`src/rtl/mc_pc_unit.sv`:
```
// mc_pc_unit: registered program counter with a small return-address stack.
//   clk, rst_n           clock, asynchronous active-low reset
//   pc_we                PC write enable from the control FSM
//   pc_src               00 seq, 01 branch, 10 direct jump, 11 register jump
//   branch_off           signed word offset for branches
//   instr_idx            direct-jump instruction index
//   reg_target           register-jump target (rs value)
//   link                 push pc+4 on the RAS (jumps only)
//   ret                  register jump is a return; target comes from the RAS
//   pc                   current PC (registered)
//   pc_plus4             pc + 4 (combinational)
//   ras_empty, ras_full  RAS occupancy flags (registered)
//   ras_ovf              sticky: push while full
//   ras_miss             one-cycle pulse: return with an empty RAS
//   misalign             sticky: register target with nonzero low bits
module mc_pc_unit #(
    parameter int unsigned     PC_W      = 32,
    parameter int unsigned     IDX_W     = 26,
    parameter int unsigned     OFF_W     = 16,
    parameter logic [PC_W-1:0] RESET_PC  = '0,
    parameter int unsigned     RAS_DEPTH = 4
) (
    input  logic             clk,
    input  logic             rst_n,
    input  logic             pc_we,
    input  logic [1:0]       pc_src,
    input  logic [OFF_W-1:0] branch_off,
    input  logic [IDX_W-1:0] instr_idx,
    input  logic [PC_W-1:0]  reg_target,
    input  logic             link,
    input  logic             ret,
    output logic [PC_W-1:0]  pc,
    output logic [PC_W-1:0]  pc_plus4,
    output logic             ras_empty,
    output logic             ras_full,
    output logic             ras_ovf,
    output logic             ras_miss,
    output logic             misalign
);
    localparam int unsigned PTR_W = (RAS_DEPTH > 1) ? $clog2(RAS_DEPTH) : 1;
    localparam int unsigned CNT_W = $clog2(RAS_DEPTH + 1);
    localparam logic [CNT_W-1:0] CNT_MAX = CNT_W'(RAS_DEPTH);

    logic [PC_W-1:0]  ras_mem [RAS_DEPTH];
    logic [PTR_W-1:0] top, top_nxt;
    logic [CNT_W-1:0] cnt, cnt_nxt;
    logic [PC_W-1:0]  pc_nxt;
    logic [PC_W-1:0]  br_tgt, dir_tgt, jr_tgt, reg_aligned;
    logic signed [PC_W-1:0] off_ext;
    logic             is_jr, push, pop, miss_nxt, ovf_set, mis_set, cnt_empty, cnt_full;

    assign pc_plus4    = pc + PC_W'(4);
    assign off_ext     = PC_W'($signed(branch_off));
    assign br_tgt      = pc_plus4 + PC_W'(off_ext <<< 2);
    assign reg_aligned = {reg_target[PC_W-1:2], 2'b00};
    assign cnt_empty   = (cnt == '0);
    assign cnt_full    = (cnt == CNT_MAX);

    // Direct-jump target keeps the upper pc+4 bits, if any exist.
    generate
        if (PC_W == IDX_W + 2) begin : g_dir_full
            assign dir_tgt = {instr_idx, 2'b00};
        end else begin : g_dir_region
            assign dir_tgt = {pc_plus4[PC_W-1:IDX_W+2], instr_idx, 2'b00};
        end
    endgenerate

    assign is_jr    = pc_we && (pc_src == 2'b11);
    assign pop      = is_jr && ret && !cnt_empty;
    assign push     = pc_we && link && pc_src[1];
    assign jr_tgt   = pop ? ras_mem[top] : reg_aligned;
    assign miss_nxt = is_jr && ret && cnt_empty;
    assign mis_set  = is_jr && !pop && (reg_target[1:0] != 2'b00);
    assign ovf_set  = push && !pop && cnt_full;

    // Next PC and RAS pointer/count.
    always_comb begin
        pc_nxt  = pc;
        top_nxt = top;
        cnt_nxt = cnt;
        if (pc_we) begin
            unique case (pc_src)
                2'b00:   pc_nxt = pc_plus4;
                2'b01:   pc_nxt = br_tgt;
                2'b10:   pc_nxt = dir_tgt;
                default: pc_nxt = jr_tgt;
            endcase
        end
        // Linked return replaces the top in place: no pointer/count change.
        if (push && !pop) begin
            top_nxt = top + PTR_W'(1);
            if (!cnt_full) cnt_nxt = cnt + CNT_W'(1);
        end else if (pop && !push) begin
            top_nxt = top - PTR_W'(1);
            cnt_nxt = cnt - CNT_W'(1);
        end
    end

    // State and flag registers.
    always_ff @(posedge clk or negedge rst_n) begin
        if (!rst_n) begin
            pc        <= RESET_PC;
            top       <= '0;
            cnt       <= '0;
            ras_empty <= 1'b1;
            ras_full  <= 1'b0;
            ras_ovf   <= 1'b0;
            ras_miss  <= 1'b0;
            misalign  <= 1'b0;
        end else begin
            pc        <= pc_nxt;
            top       <= top_nxt;
            cnt       <= cnt_nxt;
            ras_empty <= (cnt_nxt == '0);
            ras_full  <= (cnt_nxt == CNT_MAX);
            ras_miss  <= miss_nxt;
            if (ovf_set) ras_ovf  <= 1'b1;
            if (mis_set) misalign <= 1'b1;
        end
    end

    // RAS storage is not reset; entries are only read when count > 0.
    always_ff @(posedge clk) begin
        if (push) begin
            if (pop) ras_mem[top] <= pc_plus4;
            else     ras_mem[top + PTR_W'(1)] <= pc_plus4;
        end
    end
endmodule

```
`config.mk`:
```
export PLATFORM = sky130hd
export DESIGN_NAME = mc_pc_unit
export DESIGN_NICKNAME = d
export VERILOG_FILES = /design/src/rtl/mc_pc_unit.sv
export SDC_FILE = /design/constraint.sdc
export NUM_CORES = 1
export LEC_CHECK = 0
export BUFFER_PORTS_ARGS = -buffer_cell sky130_fd_sc_hd__buf_2
export CAP_MARGIN = 20
export CORE_MARGIN = 4
export CORE_UTILIZATION = 44
export CTS_CLUSTER_SIZE = 28
export DETAILED_ROUTE_END_ITERATION = 10
export PLACE_DENSITY_LB_ADDON = 0.08
export SLEW_MARGIN = 20
export SYNTH_ARGS = -nofsm -noshare
export SYNTH_HDL_FRONTEND = slang
export SYNTH_SLANG_ARGS = --single-unit
```
`constraint.sdc`:
```
create_clock -name clk -period 12.6 [get_ports clk]
set_input_delay 0 -clock clk [delete_from_list [all_inputs] [get_ports clk]]
set_output_delay 0 -clock clk [all_outputs]
set_load 0.01 [all_outputs]
```
# --- Yosys cells after proc, flatten, opt, wreduce, memory -nomap -nowiden ---
# Memories as Yosys holds them, arrays and structs flattened.
# Index checks and enable logic that the tools add are counted.
op_classes:
  n_eq_ne: 5
  reduce_logical: 20
  add_sub_neg: 6
  muxes: 16
ops:
  columns: ["cell", "count"]
  rows:
  - ["case mux 32 bit (3 select lines)", 1]
  - ["2-to-1 mux 32 bit", 2]
  - ["adder 32 x 3 -> 32 bit, second input constant", 1]
  - ["adder 32 bit", 1]
  - ["OR reduction 32 bit", 1]
  - ["logical AND 1 bit", 11]
  - ["2-to-1 mux 3 bit", 3]
  - ["2-to-1 mux 1 bit", 7]
  - ["== test 3 bit, second input constant", 2]
  - ["zero test 3 bit", 2]
  - ["2-to-1 mux 2 bit", 3]
  - ["== test 2 bit, second input constant", 2]
  - ["nonzero test 2 bit", 2]
  - ["adder 3 x 1 -> 3 bit, second input constant", 1]
  - ["zero test 1 bit", 3]
  - ["subtractor 3 x 1 -> 3 bit, second input constant", 1]
  - ["adder 2 x 1 -> 2 bit, second input constant", 1]
  - ["== test 2 x 1 -> 1 bit, second input constant", 1]
  - ["zero test 2 bit", 1]
  - ["subtractor 2 x 1 -> 2 bit, second input constant", 1]
totals:
  regBits: 42
  inputBits: 81
  output_inout_bits: 69
  mem_count: 1
  mem_bits_rw: 128
  wordCells: 56
memory_table:
  columns: ["name", "depth", "width", "read_ports", "rd_ports_with_merged_regs", "write_ports", "line_no", "rtl"]
  rows:
  - ["ras_mem", 4, 32, 1, 0, 1, "44", "logic [PC_W-1:0] ras_mem [RAS_DEPTH];"]

# --- Longest topological paths before layout ---
depth:
  ltp_word: 9
  ltp_mapped: 15
  ltp_nobuf: 14

# --- Least setup slack after synthesis ---
# OpenSTA, ideal clock, no wires.
synth_path:
  kind: "register -> register"
  from: "register cnt[0]"
  to: "memory ras_mem[1][0] (enable)"
  required_time_ns: 12.130
  slack_ns: 7.703
  path_buffers: 1
  setup_time_ns: 0.470
  t_arrival_ns: 4.427
  period_less_slack_ns: 4.897
  path_stages_with_launch: 11
  path_cell_list: "dfrtp_1 inv_1 ha_1 a21oi_2 inv_2 clkbuf_1 ha_1 inv_1 ha_1 inv_1 a211oi_1"
synth_via:
  elab_chain_len: 8
  elab_cells_between_ends: 12
  classes_between: "mux: 8; reduce/logical: 4"
synth_lines:
  columns: ["element", "line_no", "rtl"]
  rows:
  - ["start: declaration", "46", "logic [CNT_W-1:0] cnt, cnt_nxt;"]
  - ["start signal: assignment", "113", "cnt <= cnt_nxt;"]
  - ["zero test 3 bit *", "56", "assign cnt_empty = (cnt == '0);"]
  - ["zero test 1 bit *", "69", "assign pop = is_jr && ret && !cnt_empty;"]
  - ["logical AND 1 bit *", "69", null]
  - ["2-to-1 mux 1 bit", "125", "if (pop) ras_mem[top] <= pc_plus4;"]
  - ["2-to-1 mux 1 bit", "124", "if (push) begin"]
  - ["2-to-1 mux 1 bit (not written as such)", "126", "else ras_mem[top + PTR_W'(1)] <= pc_plus4;"]
  - ["OR reduction 32 bit (no line)", null, null]
  - ["2-to-1 mux 2 bit (no line) / 2-to-1 mux 1 bit (equally long branches)", null, null]
  - ["end: declaration", "44", null]
# Mark *: on every way between the ends. The rest lies on a longest branch, timed or not.

# --- Worst setup path after layout ---
layout_path:
  from: "register pc[2]"
  to: "register pc[19]"
layout_via:
  elab_chain_len: 3
layout_lines:
  columns: ["element", "line_no", "rtl"]
  rows:
  - ["start: declaration", "32", "output logic [PC_W-1:0] pc,"]
  - ["start signal: assignment", "111", "pc <= pc_nxt;"]
  - ["adder 32 x 3 -> 32 bit *", "52", "assign pc_plus4 = pc + PC_W'(4);"]
  - ["adder 32 bit", "54", "assign br_tgt = pc_plus4 + PC_W'(off_ext <<< 2);"]
  - ["case mux 32 bit (3 select lines) *", "82", "unique case (pc_src)"]
# Marked as above.
# A chain may end at the register's enable or synchronous reset.

==> flow_summary_export.csv <==
group,metric,value,unit
worst_setup_path,reg2reg_slack,8310,ps
clocking,cts_max_level,4,
drt,via_count,7874,
sta,hold_viol_final,0,
clocking,cts-root-buf,"clkbuf_16",
logic_synthesis,synthesis.nets,990,
drt,avgRoutedWirePerCell,23.7,microns
logic_synthesis,synth_area_leaders,"edfxtp_1 (39%), dfrtp_1 (10%), mux4_2 (8.6%)",
worst_hold_path,whs_path_depth,3,
clocking,clk_latency,440,ps
clocking,cts_setup_buffers,0,
worst_hold_path,min_to,"pc[7]",
global_route,grt-ovfl-total,0,
global_route,grt_max_degree,57,
worst_hold_path,hold_path.class,"input pin to register",
placement,placedCellCount,1264,
sta,clock_skew,18.5,ps
worst_setup_path,r2r_cells,13,
logic_synthesis,yosysWarnings,0,
cells_and_area,regArea,4900,sq um
logic_synthesis,synthDistinctLibCells,81,
floorplanning,die_y,159,microns
sta,min_period_over_period,34.0,%
worst_setup_path,worstSetupPathType,"register to register",
worst_setup_path,critPathArrivalTime,4570,ps
clocking,cts_num_sinks,170,
logic_synthesis,synth_top_cell_by_area,"edfxtp_1",
floorplanning,start_util,45.3,%
sta,slew_viol_final,0,
drt,initialDrtViolationCount,718,
drt,drt-pass1-iter-count,5,
sta,setup_viol,0,
drt,wirelength,30900,microns
global_route,grt_pass1_vias,7552,
floorplanning,ioPinCount,150,
sta,fin_crit,4290,ps
clocking,cts_buffers,17,
worst_setup_path,reg2reg_from,"pc[2]",
global_route,antenna_found_initial,0,
cells_and_area,nets,1135,
logic_synthesis,synthArstFlopShare,24.7,%
power,leakagePower,0.00454,uW
worst_setup_path,crit_fanout,9,
power,total_power,2410,uW
clocking,cts_buffer_depth,2,
floorplanning,core,22000,sq um
cells_and_area,final_common_cell,"buf_2",
logic_synthesis,syn-cell-area,9970,sq um
sta,grt_setup_unrepaired,"no",
floorplanning,die-area,25100,sq um
global_route,grt_pass1_wl,46700,microns
floorplanning,rows,54,
sta,worstMarginPinSlew,1080,ps
placement,hpwl,21500,microns
cells_and_area,area_growth_syn_to_layout,17.0,%
drt,drc,0,
placement,port_buffers,149,
logic_synthesis,yosysSeqAreaShare,49.1,%
sta,max_slew_margin,28.3,%
sta,clock.fmax,233,MHz
logic_synthesis,avgSynthCellArea,11.5,sq um
clocking,clk_pin_slew_worst_paths,70,ps
cells_and_area,multiInputGateArea,4830,sq um
floorplanning,die_x,159,microns
sta,fin_tns_setup,0,ps
global_route,grt_usage,25.0,%
logic_synthesis,ys_ff_latch,170,
placement,gpl.final_weighted_congestion,0.974,
logic_synthesis,syn-instance-count,864,
worst_setup_path,required,12880,ps
worst_hold_path,holdCritStartpoint,"instr_idx[5]",
clocking,cts_tree,"done",
cells_and_area,layout_common_cells,"buf_2 (149), edfxtp_1 (128), nand2_1 (92)",
worst_setup_path,r2r-end,"pc[19]",
logic_synthesis,ys.flop_type,"edfxtp_1",
drt,final_antenna_net_count,0,
power,p_per_area,206,nW/um^2
cells_and_area,drive_gt1_share,25.9,%
status,status,"complete, no violations",
logic_synthesis,synth_top_cell_area_share,38.5,%
cells_and_area,final_cell_count_no_fill,1302,
logic_synthesis,synth_edf_count,128,
flow_run,max_cap_viol_count,0,
cells_and_area,nFillCells,1958,
drt,avgViaCountPerCell,6.05,
worst_setup_path,cp-start-kind,"register",
cells_and_area,diodes,0,
power,ir_drop,0.102,mV
worst_setup_path,crit_path_end_kind,"register",
[stage by stage]
step / instance area, sq um / setup WS, ps / hold slack [ps] / utilization, %
final: 11700 / 8310 / 13.0 / 53.0
after global routing: 11700 / 7950 / 16.0 / 53.0
after CTS: 11700 / 8420 / 3.28 / 53.0
after detailed placement: 11000 / 8490 / 166 / 50.0
after global placement: 11000 / 8480 / 153 / 50.0
after floorplan: 9970 / 7700 / -296 / -
[final cells by class]
type                    instances  share of cell area, %
flip-flops and latches        170                   42.0
clock buffers                  17                   3.65
well taps                     280                   3.00
inverters                      25                  0.804
repair buffers                167                   7.68
clock inverters                15                   1.51
multi-input cells             628                   41.4
[worst max-delay path by stage]
stage                      start            end  slack [ps]
final                      pc[2]         pc[19]        8310
after floorplan           cnt[0]  ras_mem[1][0]        7700
after detailed placement   pc[2]         pc[25]        8490
after global routing       pc[2]         pc[19]        7950
after CTS                  pc[2]         pc[25]        8420
after global placement     pc[2]         pc[19]        8480
[power breakdown]
part | leakage [uW] | internal [uW] | switching (uW)
Combinational | 0.00259 | 403 | 567
Sequential | 0.00166 | 781 | 123
Clock | 0.000291 | 284 | 250
Total | 0.00454 | 1470 | 940
[logic make-up (layout without fill, tap and decap cells)]
kind of cell / count (synthesis) / in the layout / share of synthesized area, %
xor gates and xnor gates: 45 / 45 / 4.03
and+or+nand+nor: 266 / 266 / 13.3
AOI/OAI and AO/OA: 209 / 209 / 13.8
buffers and inverters: 66 / 224 / 2.84
muxes: 63 / 63 / 11.2
adders and majority gates: 45 / 45 / 5.72
DFF: 170 / 170 / 49.1
[registers in the layout (all words and copies together), names as in the netlist]
signal,count
top,2
ras_mem,128
ras_full,1
ras_miss,1
misalign,1
cnt,3
ras_empty,1
pc,32
ras_ovf,1
[worst max-delay path: stages, from the launching register on]
cell      delay, ps
dfrtp_1         510
ha_1            290
and4_1          300
and3_1          340
nand3_1         140
xnor2_1         540
ha_1            450
a21oi_1         270
nand2_1         100
or2_1           310
o21ai_1         310
o21ai_0         180
xnor2_1         240
o221ai_1        160
[per-layer routing]
| metal | GRT usage (%) | vias up | wire [microns] |
|---|---|---|---|
| met5 | 0 | - | 0 |
| met4 | 6.21 | 0 | 551 |
| met3 | 4.02 | 36 | 1660 |
| met2 | 39.3 | 284 | 14500 |
| met1 | 36.5 | 3921 | 14200 |
| li1 | - | 3633 | - |
[cells in the mapped netlist, drive strengths merged (6+ instances only)]
cell type,instances
nand4,15
ha,44
nor2,62
o22ai,8
inv,24
mux2,10
and2,7
o21a,8
a211oi,9
nor3,17
dfrtp,41
nand2,92
a21oi,60
edfxtp,128
o211ai,7
xnor2,26
o21ai,35
and3,11
and4,6
xor2,19
nand3,28
nor4,7
a21o,13
a31oi,15
buf,21
mux2i,15
clkbuf,20
mux4,38
[what timing repair did]
action	in CTS	in global routing
hold buffers	6	0
endpoints found under the setup margin	0	0
resized for setup	0	0
endpoints found under the hold margin	45	0
Note: power is estimated with default switching activity, not from simulation.
